`config.mk`:
```
export PLATFORM = sky130hd
export DESIGN_NAME = accum_cpu_core
export DESIGN_NICKNAME = d
export VERILOG_FILES = /design/src/rtl/cpu_pkg.sv /design/src/rtl/cpu_decode.sv /design/src/rtl/accum_cpu_core.sv
export SDC_FILE = /design/constraint.sdc
export NUM_CORES = 1
export LEC_CHECK = 0
export ABC_AREA = 1
export ABC_CLOCK_PERIOD_IN_PS = 1400
export BUFFER_PORTS_ARGS = -buffer_cell sky130_fd_sc_hd__buf_2
export CAP_MARGIN = 20
export CORE_AREA = 2 2 96 190
export DETAILED_ROUTE_END_ITERATION = 10
export DIE_AREA = 0 0 98 192
export HOLD_SLACK_MARGIN = 0.06
export PLACE_DENSITY_LB_ADDON = 0.08
export SKIP_CTS_REPAIR_TIMING = 1
export SYNTH_ARGS = -nofsm -noshare
export SYNTH_HDL_FRONTEND = slang
export SYNTH_SLANG_ARGS = --single-unit
export TNS_END_PERCENT = 30
```
`constraint.sdc`:
```
create_clock -name clk -period 1.4 [get_ports clk]
set_input_delay 0.28 -clock clk [delete_from_list [all_inputs] [get_ports clk]]
set_output_delay 0.28 -clock clk [all_outputs]
set_load 0.1 [all_outputs]
```
`src/rtl/cpu_pkg.sv`:
```
// Shared encodings for the accumulator CPU: opcodes, ALU select codes, SKIP conditions,
// sequencer states and the decoded-instruction record.
package cpu_pkg;

  localparam logic [3:0] OP_NOP   = 4'h0;
  localparam logic [3:0] OP_LOAD  = 4'h1;
  localparam logic [3:0] OP_STORE = 4'h2;
  localparam logic [3:0] OP_ADD   = 4'h3;
  localparam logic [3:0] OP_SUB   = 4'h4;
  localparam logic [3:0] OP_AND   = 4'h5;
  localparam logic [3:0] OP_OR    = 4'h6;
  localparam logic [3:0] OP_NOT   = 4'h7;
  localparam logic [3:0] OP_BACK  = 4'h8;
  localparam logic [3:0] OP_SKIP  = 4'h9;
  localparam logic [3:0] OP_JUMP  = 4'hA;
  localparam logic [3:0] OP_CLEAR = 4'hB;
  localparam logic [3:0] OP_MUL   = 4'hC;
  localparam logic [3:0] OP_HALT  = 4'hF;

  localparam logic [3:0] ALU_NONE = 4'd0;
  localparam logic [3:0] ALU_ADD  = 4'd1;
  localparam logic [3:0] ALU_SUB  = 4'd2;
  localparam logic [3:0] ALU_AND  = 4'd3;
  localparam logic [3:0] ALU_OR   = 4'd4;
  localparam logic [3:0] ALU_NOT  = 4'd5;
  localparam logic [3:0] ALU_MUL  = 4'd7;

  localparam logic [1:0] SKIP_NEG   = 2'b00;
  localparam logic [1:0] SKIP_ZERO  = 2'b01;
  localparam logic [1:0] SKIP_POS   = 2'b10;
  localparam logic [1:0] SKIP_NEVER = 2'b11;

  typedef enum logic [3:0] {
    S_IDLE, S_F0, S_F1, S_DEC, S_M0, S_M1, S_AL, S_WB, S_ST, S_EX, S_HALT
  } state_t;

  typedef struct packed {
    logic       needs_operand;
    logic       uses_alu;
    logic [3:0] alu_sel;
    logic       is_store;
    logic       is_halt;
  } dec_t;

endpackage

```
`src/rtl/cpu_decode.sv`:
```
// Combinational opcode decode: selects the execution path taken after DEC.
// Pure logic, no state.
module cpu_decode
  import cpu_pkg::*;
(
  input  logic [3:0] i_opcode,
  output dec_t       o_dec
);

  always_comb begin
    o_dec = '0;
    case (i_opcode)
      OP_LOAD:  o_dec.needs_operand = 1'b1;
      OP_STORE: o_dec.is_store      = 1'b1;
      OP_ADD:   o_dec = '{needs_operand: 1'b1, uses_alu: 1'b1, alu_sel: ALU_ADD, default: 1'b0};
      OP_SUB:   o_dec = '{needs_operand: 1'b1, uses_alu: 1'b1, alu_sel: ALU_SUB, default: 1'b0};
      OP_AND:   o_dec = '{needs_operand: 1'b1, uses_alu: 1'b1, alu_sel: ALU_AND, default: 1'b0};
      OP_OR:    o_dec = '{needs_operand: 1'b1, uses_alu: 1'b1, alu_sel: ALU_OR,  default: 1'b0};
      OP_NOT:   o_dec = '{needs_operand: 1'b1, uses_alu: 1'b1, alu_sel: ALU_NOT, default: 1'b0};
      OP_MUL:   o_dec = '{needs_operand: 1'b1, uses_alu: 1'b1, alu_sel: ALU_MUL, default: 1'b0};
      OP_HALT:  o_dec.is_halt       = 1'b1;
      default:  o_dec = '0;
    endcase
  end

endmodule

```
`src/rtl/accum_cpu_core.sv`:
```
// Fetch/decode/execute sequencer for the 16-bit accumulator CPU; owns PC/IR/MBR/AC.
// Memory and ALU controls are Moore outputs of the state register so reset kills them at once.
module accum_cpu_core
  import cpu_pkg::*;
#(
  parameter int                    ADDR_WIDTH = 12,
  parameter int                    DATA_WIDTH = 16,
  parameter logic [ADDR_WIDTH-1:0] RESET_PC   = 'h100
) (
  input  logic                  clk,
  input  logic                  rst_n,
  input  logic                  start,
  output logic [ADDR_WIDTH-1:0] mem_addr,
  output logic [DATA_WIDTH-1:0] mem_wdata,
  input  logic [DATA_WIDTH-1:0] mem_rdata,
  output logic                  mem_cs,
  output logic                  mem_we,
  output logic                  mem_oe,
  output logic [DATA_WIDTH-1:0] alu_a,
  output logic [DATA_WIDTH-1:0] alu_b,
  output logic [3:0]            alu_sel,
  input  logic [DATA_WIDTH-1:0] alu_out,
  output logic                  halted,
  output logic [ADDR_WIDTH-1:0] pc_o,
  output logic [DATA_WIDTH-1:0] ac_o
);

  state_t                r_state, w_next;
  logic [ADDR_WIDTH-1:0] r_pc;
  logic [DATA_WIDTH-1:0] r_ir, r_mbr, r_ac, r_alu_a, r_alu_b;
  logic [3:0]            r_alu_sel;
  logic                  r_halted;
  logic [3:0]            w_opcode;
  logic [ADDR_WIDTH-1:0] w_operand;
  logic                  w_skip;
  dec_t                  w_dec;

  assign w_opcode  = r_ir[DATA_WIDTH-1 -: 4];
  assign w_operand = r_ir[ADDR_WIDTH-1:0];

  cpu_decode u_decode (
    .i_opcode (w_opcode),
    .o_dec    (w_dec)
  );

  always_comb begin
    w_skip = 1'b0;
    case (r_ir[ADDR_WIDTH-1 -: 2])
      SKIP_NEG:  w_skip = r_ac[DATA_WIDTH-1];
      SKIP_ZERO: w_skip = (r_ac == '0);
      SKIP_POS:  w_skip = !r_ac[DATA_WIDTH-1] && (r_ac != '0);
      default:   w_skip = 1'b0;
    endcase
  end

  always_comb begin
    w_next = r_state;
    case (r_state)
      S_IDLE: if (start) w_next = S_F0;
      S_F0:   w_next = S_F1;
      S_F1:   w_next = S_DEC;
      S_DEC: begin
        if (w_dec.is_halt)            w_next = S_HALT;
        else if (w_dec.is_store)      w_next = S_ST;
        else if (w_dec.needs_operand) w_next = S_M0;
        else                          w_next = S_EX;
      end
      S_M0:   w_next = S_M1;
      S_M1:   w_next = w_dec.uses_alu ? S_AL : S_WB;
      S_AL:   w_next = S_WB;
      S_WB, S_ST, S_EX: w_next = S_F0;
      S_HALT: w_next = S_HALT;
      default: w_next = S_IDLE;
    endcase
  end

  always_comb begin
    mem_addr  = '0;
    mem_wdata = '0;
    mem_cs    = 1'b0;
    mem_we    = 1'b0;
    mem_oe    = 1'b0;
    case (r_state)
      S_F0: begin mem_addr = r_pc;      mem_cs = 1'b1; mem_oe = 1'b1; end
      S_M0: begin mem_addr = w_operand; mem_cs = 1'b1; mem_oe = 1'b1; end
      S_ST: begin mem_addr = w_operand; mem_wdata = r_ac; mem_cs = 1'b1; mem_we = 1'b1; end
      default: ;
    endcase
  end

  // The ALU result is parked in MBR during AL so WB is the same AC<=MBR move for LOAD and ALU ops.
  always_ff @(posedge clk or negedge rst_n) begin
    if (!rst_n) begin
      r_state   <= S_IDLE;
      r_pc      <= RESET_PC;
      r_ir      <= '0;
      r_mbr     <= '0;
      r_ac      <= '0;
      r_alu_a   <= '0;
      r_alu_b   <= '0;
      r_alu_sel <= ALU_NONE;
      r_halted  <= 1'b0;
    end else begin
      r_state   <= w_next;
      r_alu_sel <= (w_next == S_AL) ? w_dec.alu_sel : ALU_NONE;
      case (r_state)
        S_F1: begin
          r_ir <= mem_rdata;
          r_pc <= r_pc + 1'b1;
        end
        S_DEC: if (w_dec.is_halt) r_halted <= 1'b1;
        S_M1: begin
          r_mbr <= mem_rdata;
          if (w_dec.uses_alu) begin
            r_alu_a <= r_ac;
            r_alu_b <= mem_rdata;
          end
        end
        S_AL: r_mbr <= alu_out;
        S_WB: r_ac  <= r_mbr;
        S_EX: begin
          case (w_opcode)
            OP_BACK:  r_pc <= r_pc - 1'b1;
            OP_SKIP:  if (w_skip) r_pc <= r_pc + 1'b1;
            OP_JUMP:  r_pc <= w_operand;
            OP_CLEAR: r_ac <= '0;
            default: ;
          endcase
        end
        default: ;
      endcase
    end
  end

  assign alu_a   = r_alu_a;
  assign alu_b   = r_alu_b;
  assign alu_sel = r_alu_sel;
  assign halted  = r_halted;
  assign pc_o    = r_pc;
  assign ac_o    = r_ac;

endmodule
```
Word level (Yosys, flattened, before mapping)
Index checks and enable logic that the tools add are counted.
Widths: inputs -> output; s select.
{"block": "word_totals", "mem_count": 0, "ram_bits": 0, "elab_cells": 81, "ff_bits": 101, "rom_bits": 0, "output_inout_bits": 96, "inputBits": 35, "latchBits": 0}
{"block": "classes", "n_shift": 0, "bitwise_logic": 0, "n_reduce_logical": 18, "magnitude_cmp": 0, "n_addsub": 2, "multipliers": 0, "n_eq_ne": 29, "div": 0, "mux": 23}
{"operator": "$pmux 16 s2", "n": 2}
{"operator": "$pmux 12 s2", "n": 2}
{"operator": "$eq 4x3->1 const B", "n": 9}
{"operator": "$eq 4x4->1 const B", "n": 9}
{"operator": "$pmux 12 s3", "n": 1}
{"operator": "$pmux 4 s9", "n": 1}
{"operator": "$mux 16", "n": 2}
{"operator": "$pmux 5 s6", "n": 1}
{"operator": "$mux 4", "n": 5}
{"operator": "$eq 4x2->1 const B", "n": 4}
{"operator": "$logic_not 16->1", "n": 1}
{"operator": "$reduce_bool 16->1", "n": 1}
{"operator": "$add 12x1->12 const B", "n": 1}
{"operator": "$mux 12", "n": 1}
{"operator": "$sub 12x1->12 const B", "n": 1}
{"operator": "$eq 4x1->1 const B", "n": 2}
{"operator": "$mux 1", "n": 7}
{"operator": "$reduce_or 7->1", "n": 1}
{"operator": "$reduce_and 2->1", "n": 3}
{"operator": "$reduce_bool 2->1", "n": 3}
{"operator": "$reduce_or 3->1", "n": 2}
{"operator": "$logic_not 4->1", "n": 1}
{"operator": "$ne 4x2->1 const B", "n": 1}
{"operator": "$reduce_or 2->1", "n": 2}
{"operator": "9 further kinds", "n": 9}

Longest topological paths before layout
Gate-level depths: netlist (run 1).
{"block": "depth", "ltp_word": 9, "ltp_mapped": 13, "depth_no_buf": 12}

Hierarchy
From an unflattened synthesis (run 1), not the netlist that was laid out.
{"block": "hier_totals", "cells_unflattened": 662, "area_unflattened_um2": 5158.7}
{"mod": "accum_cpu_core", "seq_area_each_um2": 2528.7, "area_each_um2": 5066.1, "cells_each": 640, "instances": 1}
{"mod": "cpu_decode", "seq_area_each_um2": 0.0, "area_each_um2": 92.6, "cells_each": 22, "instances": 1}

Least setup slack after synthesis (run 1)
OpenSTA, ideal clock, no wires.
{"block": "synth_path", "path_kind": "reg-to-output", "from": "register r_pc[3] (netlist: pc_o[3])", "to": "output port mem_addr[3]", "t_required_ns": 1.120, "setup_slack_ns": -2.283, "path_buffers": 1, "stages_incl_launch_ff": 4, "arrival_time_ns": 3.403, "path_cell_list": "dfrtp_1 buf_2 inv_1 o21ai_0"}
{"block": "synth_between", "elab_chain_cells": 1}
{"item": "start, declared", "line": "accum_cpu_core.sv:29", "rtl": "logic [ADDR_WIDTH-1:0] r_pc;"}
{"item": "start signal, assigned", "line": "accum_cpu_core.sv:109", "rtl": "r_pc <= r_pc + 1'b1;"}
{"item": "start signal, assigned", "line": "accum_cpu_core.sv:123", "rtl": "OP_BACK: r_pc <= r_pc - 1'b1;"}
{"item": "start signal, assigned", "line": "accum_cpu_core.sv:124", "rtl": "OP_SKIP: if (w_skip) r_pc <= r_pc + 1'b1;"}
{"item": "$pmux 12 s2", "line": "accum_cpu_core.sv:83", "rtl": "case (r_state)"}
{"item": "end, declared", "line": "accum_cpu_core.sv:13", "rtl": "output logic [ADDR_WIDTH-1:0] mem_addr,"}
No other way between the ends.

Worst setup path after layout (run 1)
{"block": "layout_path", "from": "register r_state[3]", "to": "output port mem_addr[1]"}
{"block": "layout_between", "elab_chain_cells": 3, "elab_cells_between_ends": 5, "classes_between": "3 x eq/ne; 1 x mux; 1 x reduce/logical"}
{"item": "start, declared", "line": "accum_cpu_core.sv:28", "rtl": "state_t r_state, w_next;"}
{"item": "start signal, assigned", "line": "accum_cpu_core.sv:104", "rtl": "r_state <= w_next;"}
{"item": "$eq 4x3->1 or $eq 4x4->1 (tied branches)", "line": "accum_cpu_core.sv:83"}
{"item": "$reduce_or 2->1 (no line)"}
{"item": "$pmux 12 s2 (*)", "line": "accum_cpu_core.sv:83"}
Every way passes the cells marked *; elsewhere a longest branch is shown, timed or not.

==> results of run 1 <==
[state kept, by name, summed over array words and instances, names as in the netlist]
name and count:
r_state 4, r_mbr 16, ac_o 16, alu_b 16, halted 1, alu_sel 3, pc_o 12, r_ir 16
alu_a 16
[stage by stage]
stage	instance area [um^2]	worst slack [ps]
2_1_floorplan	5410	-956
3_5_place_dp	8290	-345
3_3_place_gp	8290	-328
5_1_grt	8990	-691
6_report	8990	-615
4_1_cts	8580	-744
[cells by family (layout without fill, tap and decap cells)]
logic type               count (synthesis)  count (layout)  share of synthesized area (%)
flip-flops                             100             100                           49.0
AND/OR/NAND/NOR                        271             272                           23.2
buffers and inverters                  121             356                           10.4
XOR/XNOR                                10              10                           1.71
AO/OA/AOI/OAI                          121             121                           15.2
other                                    1               1                         0.0734
adder cells (fa/ha/maj)                  2               2                          0.490
[worst max path at each step]
stage,startpoint,endpoint,slack (ps),depth (start not counted)
floorplan,r_state[0],mem_wdata[10],-960,6
global placement,r_state[1],mem_addr[8],-330,8
detailed placement,r_state[1],mem_addr[6],-350,8
CTS,r_state[1],mem_addr[6],-740,8
global route,r_state[2],mem_addr[7],-690,8
finish,r_state[3],mem_addr[1],-620,6
[cell usage in the layout, fill, tap and decap left out, types with 25 or more instances in the layout]
| cell type | Yosys | routed |
|---|---|---|
| dfrtp_1 | 99 | 93 |
| buf_12 | 0 | 92 |
| buf_2 | 3 | 33 |
| o21ai_1 | 26 | 29 |
| nand3_1 | 36 | 33 |
| nor2_4 | 5 | 25 |
| nand2_1 | 154 | 147 |
| inv_1 | 89 | 83 |
| buf_4 | 6 | 83 |
| nor2_1 | 53 | 29 |
[area by class of cell]
type / count / area share (%)
timing repair buffer: 246 / 33.8
sequential: 100 / 27.9
multi-input combinational: 406 / 27.8
inverter: 95 / 4.30
tap: 210 / 2.92
clock buffer: 9 / 2.51
clock inverter: 6 / 0.710
[Yosys cell counts]
| cell type | instances | area, um^2 |
|---|---|---|
| nor2_4 | 5 | 56.3 |
| nor2_8 | 1 | 20.0 |
| nor2_2 | 4 | 25.0 |
| o31ai_4 | 1 | 21.3 |
| a311oi_1 | 2 | 17.5 |
| nand4_1 | 3 | 18.8 |
| buf_6 | 6 | 67.6 |
| or2_1 | 1 | 6.26 |
| nand3_2 | 1 | 10.0 |
| nor3_1 | 1 | 5.00 |
| o21ai_1 | 26 | 130 |
| inv_1 | 89 | 334 |
| a21oi_1 | 7 | 35.0 |
| xnor2_1 | 2 | 17.5 |
| dfstp_2 | 1 | 26.3 |
| clkbuf_2 | 1 | 5.00 |
| a32o_1 | 1 | 10.0 |
| nor2_1 | 53 | 199 |
| clkbuf_1 | 10 | 37.5 |
| nor4_1 | 3 | 18.8 |
| o221ai_1 | 13 | 114 |
| nor3_4 | 1 | 16.3 |
| o22ai_2 | 3 | 37.5 |
| inv_4 | 1 | 6.26 |
| dfrtp_1 | 99 | 2480 |
| buf_2 | 3 | 15.0 |
| xor2_1 | 8 | 70.1 |
| nand2_2 | 7 | 43.8 |
| o21ai_0 | 30 | 150 |
| o211ai_1 | 8 | 60.1 |
| o21ai_2 | 5 | 43.8 |
| a31oi_1 | 1 | 6.26 |
| inv_2 | 5 | 18.8 |
| or2_2 | 1 | 6.26 |
| ha_1 | 2 | 25.0 |
| o22ai_1 | 23 | 144 |
| nand2_1 | 154 | 578 |
| nand3_1 | 36 | 180 |
| conb_1 | 1 | 3.75 |
| buf_4 | 6 | 45.0 |
| o2111ai_1 | 1 | 8.76 |
[critical path, delay by kind of cell, from the launching register on]
| kind | cells | cell delay (ps) |
|---|---|---|
| buffers and inverters | 3 | 500 |
| DFF | 1 | 410 |
| and+or+nand+nor | 2 | 260 |
| AOI/OAI and AO/OA | 1 | 210 |
[routing by layer]
metal | GRT usage (%) | part of all wire [%]
met4 | 9.03 | 4.3
met2 | 37.8 | 58
met1 | 19.7 | 35
met5 | 0 | 0
met3 | 3.49 | 3.4
==> flow_summary_export.csv, run 1 <==
group,metric,value,unit
run_status,status,"complete, but fails checks",
run_status,failed_checks,"negative setup slack",
worst_setup_path,r2r-start,"r_state[3]",
final_layout,multiInputGateArea,2500,um^2
route,drt_pass1_iterations,4,
die,die_area,18800,um^2
clock_network,cts.clk_slew.worst_paths,70,ps
die,io-pin-count,131,
clock_network,ctsHtreeMaxLevel,3,
sta,share_of_the_clock_period_used_by_the_worst_path,144,%
die,die_h,192,um
synthesis,syn-num-nets,663,
global_route,groute.usage.overall,19.5,%
worst_setup_path,worstSetupStartpointType,"flip-flop",
final_layout,layout.cells.non_filler,1072,
clock_network,cts_tree,"done",
global_route,grt_pass1_wl,28.4,mm
synthesis,post_synth_instance_area,5110,um^2
die,dieWidth,98,um
worst_setup_path,worstReg2RegEnd,"alu_a[3]",
synthesis,synth_sequential_area_ratio,49.0,%
sta,rsz0062_at_grt,"true",
worst_setup_path,worst-endpoint-arrival,1740,ps
route,route.detailed.vias_per_inst,4.80,
sta,post-route-worst-setup-slack,-615,ps
worst_setup_path,timing.critical_path.fanout_max,6,
route,routedWlPerCell,17.1,um
final_layout,fraction_of_layout_instances_using_a_drive_strength_above_1,41.6,%
synthesis,register_bit_total_from_synthesis,100,
worst_setup_path,timing.critical_path.slowest_cell_delay,410,ps
clock_network,clk_path_buf_depth,2,
worst_setup_path,path_common_cell,"buf_12",
clock_network,clk_latency,350,ps
synthesis,synthCells,626,
sta,final.setup_skew,6.31,ps
sta,final.min_clock_period,2020,ps
die,core_region,17300,um^2
worst_setup_path,critical_path_required,1120,ps
place,gp_routability_congestion,0.953,
synthesis,ys_warns,0,
worst_setup_path,worst_setup_path_end_kind,"output port",
hold_path,hold-path-cell-count,3,
sta,whs,144,ps
die,initial_core_util,29.6,%
clock_network,cts-root-buf,"clkbuf_16",
final_layout,diodes,0,
worst_setup_path,crit_path_cell_trace,"buf_6, nor2_4, nand2_8, buf_12, o22ai_4, buf_12",
route,postRouteWirelength,18.3,mm
flow_run,cap_violations,0,
global_route,antenna_found_initial,0,
global_route,number_of_global_route_vias_before_repair,5461,
die,placementRows,68,
synthesis,ys_types,41,
final_layout,finalNetCount,895,
sta,timing.final.hold_violations,0,
global_route,largest_net_degree_at_the_start_of_global_routing,55,
synthesis,postSynthAreaPerCell,8.16,um^2
route,drc,0,
place,port_buffers,129,
worst_setup_path,reg2reg_slack,-340,ps
hold_path,whs_endpoint,"r_mbr[7]",
global_route,overflow,0,
worst_setup_path,timing.critical_path.slowest_stage_cell,"dfrtp_1",
route,initial_detailed_routing_violation_count,141,
final_layout,synthToLayoutAreaGrowth,75.8,%
clock_network,cts_inserted_buffers,9,
worst_setup_path,timing_worst_setup_path_type,"flip-flop to output port",
route,postRouteAntennaNets,0,
sta,setup_viol_count_final,126,
clock_network,clock-sinks,100,
final_layout,final_layout_fill_cell_count,1632,
final_layout,regArea,2510,um^2
route,route.vias.total,5149,
sta,drv_slew,0,
place,placed_cells,1047,
hold_path,hold_start,"alu_out[7]",
place,place_hpwl,14.3,mm
final_layout,layout.core_utilization,52.0,%
sta,finalSetupTns,-39220,ps
worst_setup_path,worst_r2r_path_depth,9,
hold_path,min_path_type,"input pin to flip-flop",
sta,max_freq,496,MHz
Power of run 1 is left out: the tool's default activity adds up to more than one toggle a clock period on the data nets, which glitch-free logic cannot reach.
==> run 2, diff against run 1 <==
- CORE_AREA: 2 2 96 190 -> 2 2 96 191
- DIE_AREA: 0 0 98 192 -> 0 0 98 193
- SYNTH_HIERARCHICAL: not set -> 1
==> run 2 against run 1 <==
Against the previous run:
- the flow still finishes with violations (negative setup slack)
- die area rose by 0.52%
- critical path depth fell by 1
- flip-flop and latch count rose by 1
- register-to-register slack improved by 90 ps
- global-route usage fell by 1.0 points
- via count rose by 2.7%
- setup slack improved by 47 ps
- clock skew rose by 7.5 ps
- first-iteration DRC count rose by 37%
- routed wire length fell by 2.2%
- cell area barely moved
- largest cell class unchanged
==> flow_summary_export.csv, run 2 <==
group,metric,value,unit
run_status,status,"complete, but fails checks",
run_status,failed_checks,"negative setup slack",
sta,max_freq,508,MHz
worst_setup_path,timing.critical_path.fanout_max,15,
sta,finalSetupTns,-22110,ps
final_layout,finalNetCount,941,
route,postRouteWirelength,17.9,mm
route,postRouteAntennaNets,0,
route,routedWlPerCell,16.0,um
synthesis,synth_area_leader_cell,"dfrtp_1",
final_layout,synthToLayoutAreaGrowth,74.3,%
worst_setup_path,critical_path_required,1120,ps
sta,whs,162,ps
place,detailed_place.area,8130,um^2
worst_setup_path,timing_worst_setup_path_type,"flip-flop to output port",
synthesis,synthCells,662,
synthesis,post_synth_instance_area,5160,um^2
worst_setup_path,worst-path-buf-inv,2,
synthesis,ys_types,34,
place,gp_routability_congestion,0.834,
worst_setup_path,worstSetupStartpointType,"flip-flop",
worst_setup_path,path_delay_family,"flip-flops",
final_layout,layout.cell_area.non_filler,8990,um^2
synthesis,synth_sequential_area_ratio,49.0,%
worst_setup_path,path_common_cell,"buf_12",
clock_network,clk_path_buf_depth,2,
hold_path,min_path_type,"input pin to flip-flop",
route,route.detailed.vias_per_inst,4.71,
route,drc,0,
final_layout,diodes,0,
global_route,antenna_found_initial,0,
synthesis,syn-num-nets,699,
clock_network,ctsHtreeMaxLevel,3,
synthesis,synth_async_sr_flop_share,100,%
final_layout,fraction_of_layout_instances_using_a_drive_strength_above_1,41.9,%
synthesis,post-synth-top-count-cell,"nand2_1",
global_route,largest_net_degree_at_the_start_of_global_routing,49,
synthesis,fraction_of_post_synthesis_cell_area_in_the_top_cell_type_by_area,48.5,%
global_route,overflow,0,
place,placement.setup.worst_slack,-306,ps
place,port_buffers,130,
clock_network,cts_tree,"done",
global_route,number_of_global_route_vias_before_repair,5223,
die,initial_core_util,29.4,%
sta,setup_viol_count_final,114,
synthesis,postSynth.topFlopCell,"dfrtp_1",
synthesis,register_bit_total_from_synthesis,101,
clock_network,cts_inserted_buffers,9,
die,io-pin-count,131,
synthesis,synth_common_cells,"nand2_1 (182), dfrtp_1 (100), inv_1 (77), o21ai_0 (66), nor2_1 (58)",
synthesis,synth-edff-count,0,
worst_setup_path,timing.critical_path.slowest_stage_cell,"dfrtp_2",
worst_setup_path,worst_setup_path_end_kind,"output port",
route,initial_detailed_routing_violation_count,193,
global_route,groute.usage.overall,18.4,%
die,die_area,18900,um^2
sta,timing.final.hold_violations,0,
global_route,grt_pass1_wl,27.6,mm
die,dieWidth,98,um
sta,drv_slew,0,
worst_setup_path,worst-endpoint-arrival,1690,ps
place,place_hpwl,13.3,mm
sta,share_of_the_clock_period_used_by_the_worst_path,141,%
route,route.vias.total,5287,
final_layout,layout_common_cells,"nand2_1 (171), buf_4 (95), dfrtp_1 (90), buf_12 (76), inv_1 (72)",
synthesis,postSynthAreaPerCell,7.79,um^2
clock_network,cts.clk_slew.worst_paths,80,ps
final_layout,final_common_cell,"nand2_1",
die,die_h,193,um
die,placementRows,69,
flow_run,cap_violations,0,
die,core_region,17500,um^2
clock_network,cts-root-buf,"clkbuf_16",
worst_setup_path,crit_path_cell_trace,"nor2_4, nand2_1, buf_12, o22ai_2, buf_12",
sta,post-route-worst-setup-slack,-569,ps
synthesis,ys_warns,6,
worst_setup_path,timing.critical_path.slowest_cell_delay,460,ps
sta,rsz0062_at_grt,"true",
clock_network,clock-sinks,101,
sta,final.setup_skew,13.8,ps
sta,final.min_clock_period,1970,ps
clock_network,clk_latency,350,ps
route,drt_pass1_iterations,4,
synthesis,synthTopCellsByArea,"dfrtp_1 (49%), nand2_1 (13%), o21ai_0 (6.4%)",
==> run 2: cell types whose count changed in the layout (fill, tap and decap cells not counted), sizes merged, moves of 4 or more <==
cell and delta:
xor2 -4, nor3 +4, nand3 +17, nand4 +4
o221ai -8, o22ai -14, clkbuf +15, inv -10
nand2 +28, o21ai +18, o211ai +11
==> run 2: tightest hold or removal path, stage by stage <==
cell and delay (ps):
buf_2 70, nand2_1 40, o211ai_1 80
==> run 2: final cells by class <==
| type | instances | area [um^2] |
|---|---|---|
| clock buffer | 9 | 225 |
| clock inverter | 7 | 67.6 |
| fill | 1653 | 8540 |
| inverter | 83 | 322 |
| multi-input combinational | 451 | 2640 |
| sequential | 101 | 2540 |
| tap | 213 | 267 |
| timing repair buffer | 258 | 2930 |
==> run 2: kinds of logic after synthesis <==
| kind of cell | count (synthesis) | share of synthesized area (%) |
|---|---|---|
| and+or+nand+nor | 320 | 26.6 |
| other | 1 | 0.0727 |
| AOI/OAI and AO/OA | 122 | 13.8 |
| DFF | 101 | 49.0 |
| adders and majority gates | 2 | 0.485 |
| buffers and inverters | 111 | 9.19 |
| xor gates and xnor gates | 5 | 0.849 |
==> run 2: layer usage <==
layer  vias up  wire length (um)  global-route usage, %
li1       2640                 -                      -
met4         0               131                   4.22
met1      2512              7390                   23.2
met3         6               755                   2.74
met2       129              9640                   33.3
met5         -                 0                      0
==> run 2: stage by stage <==
stage	utilization [%]	cells
after detailed placement	46.4	1091
after floorplan	-	662
after global placement	46.4	1091
after CTS	48.1	1107
after global routing	51.3	1122
final	51.3	1122
==> run 2: path summary, 6_finish.rpt <==
| kind | startpoint | endpoint | slack (ps) | cells after the start |
|---|---|---|---|---|
| setup / recovery | r_state[1] | mem_addr[8] | -570 | 5 |
| max in group asynchronous | rst_n | pc_o[0] | 500 | 3 |
| setup reg to reg | r_ir[14] | pc_o[4] | -250 | 8 |
| hold / removal | alu_out[4] | r_mbr[4] | 160 | 3 |
| min in group asynchronous | rst_n | pc_o[4] | 380 | 2 |
| hold reg to reg | halted | halted | 470 | 2 |
Power of run 2 is left out for the same reason.
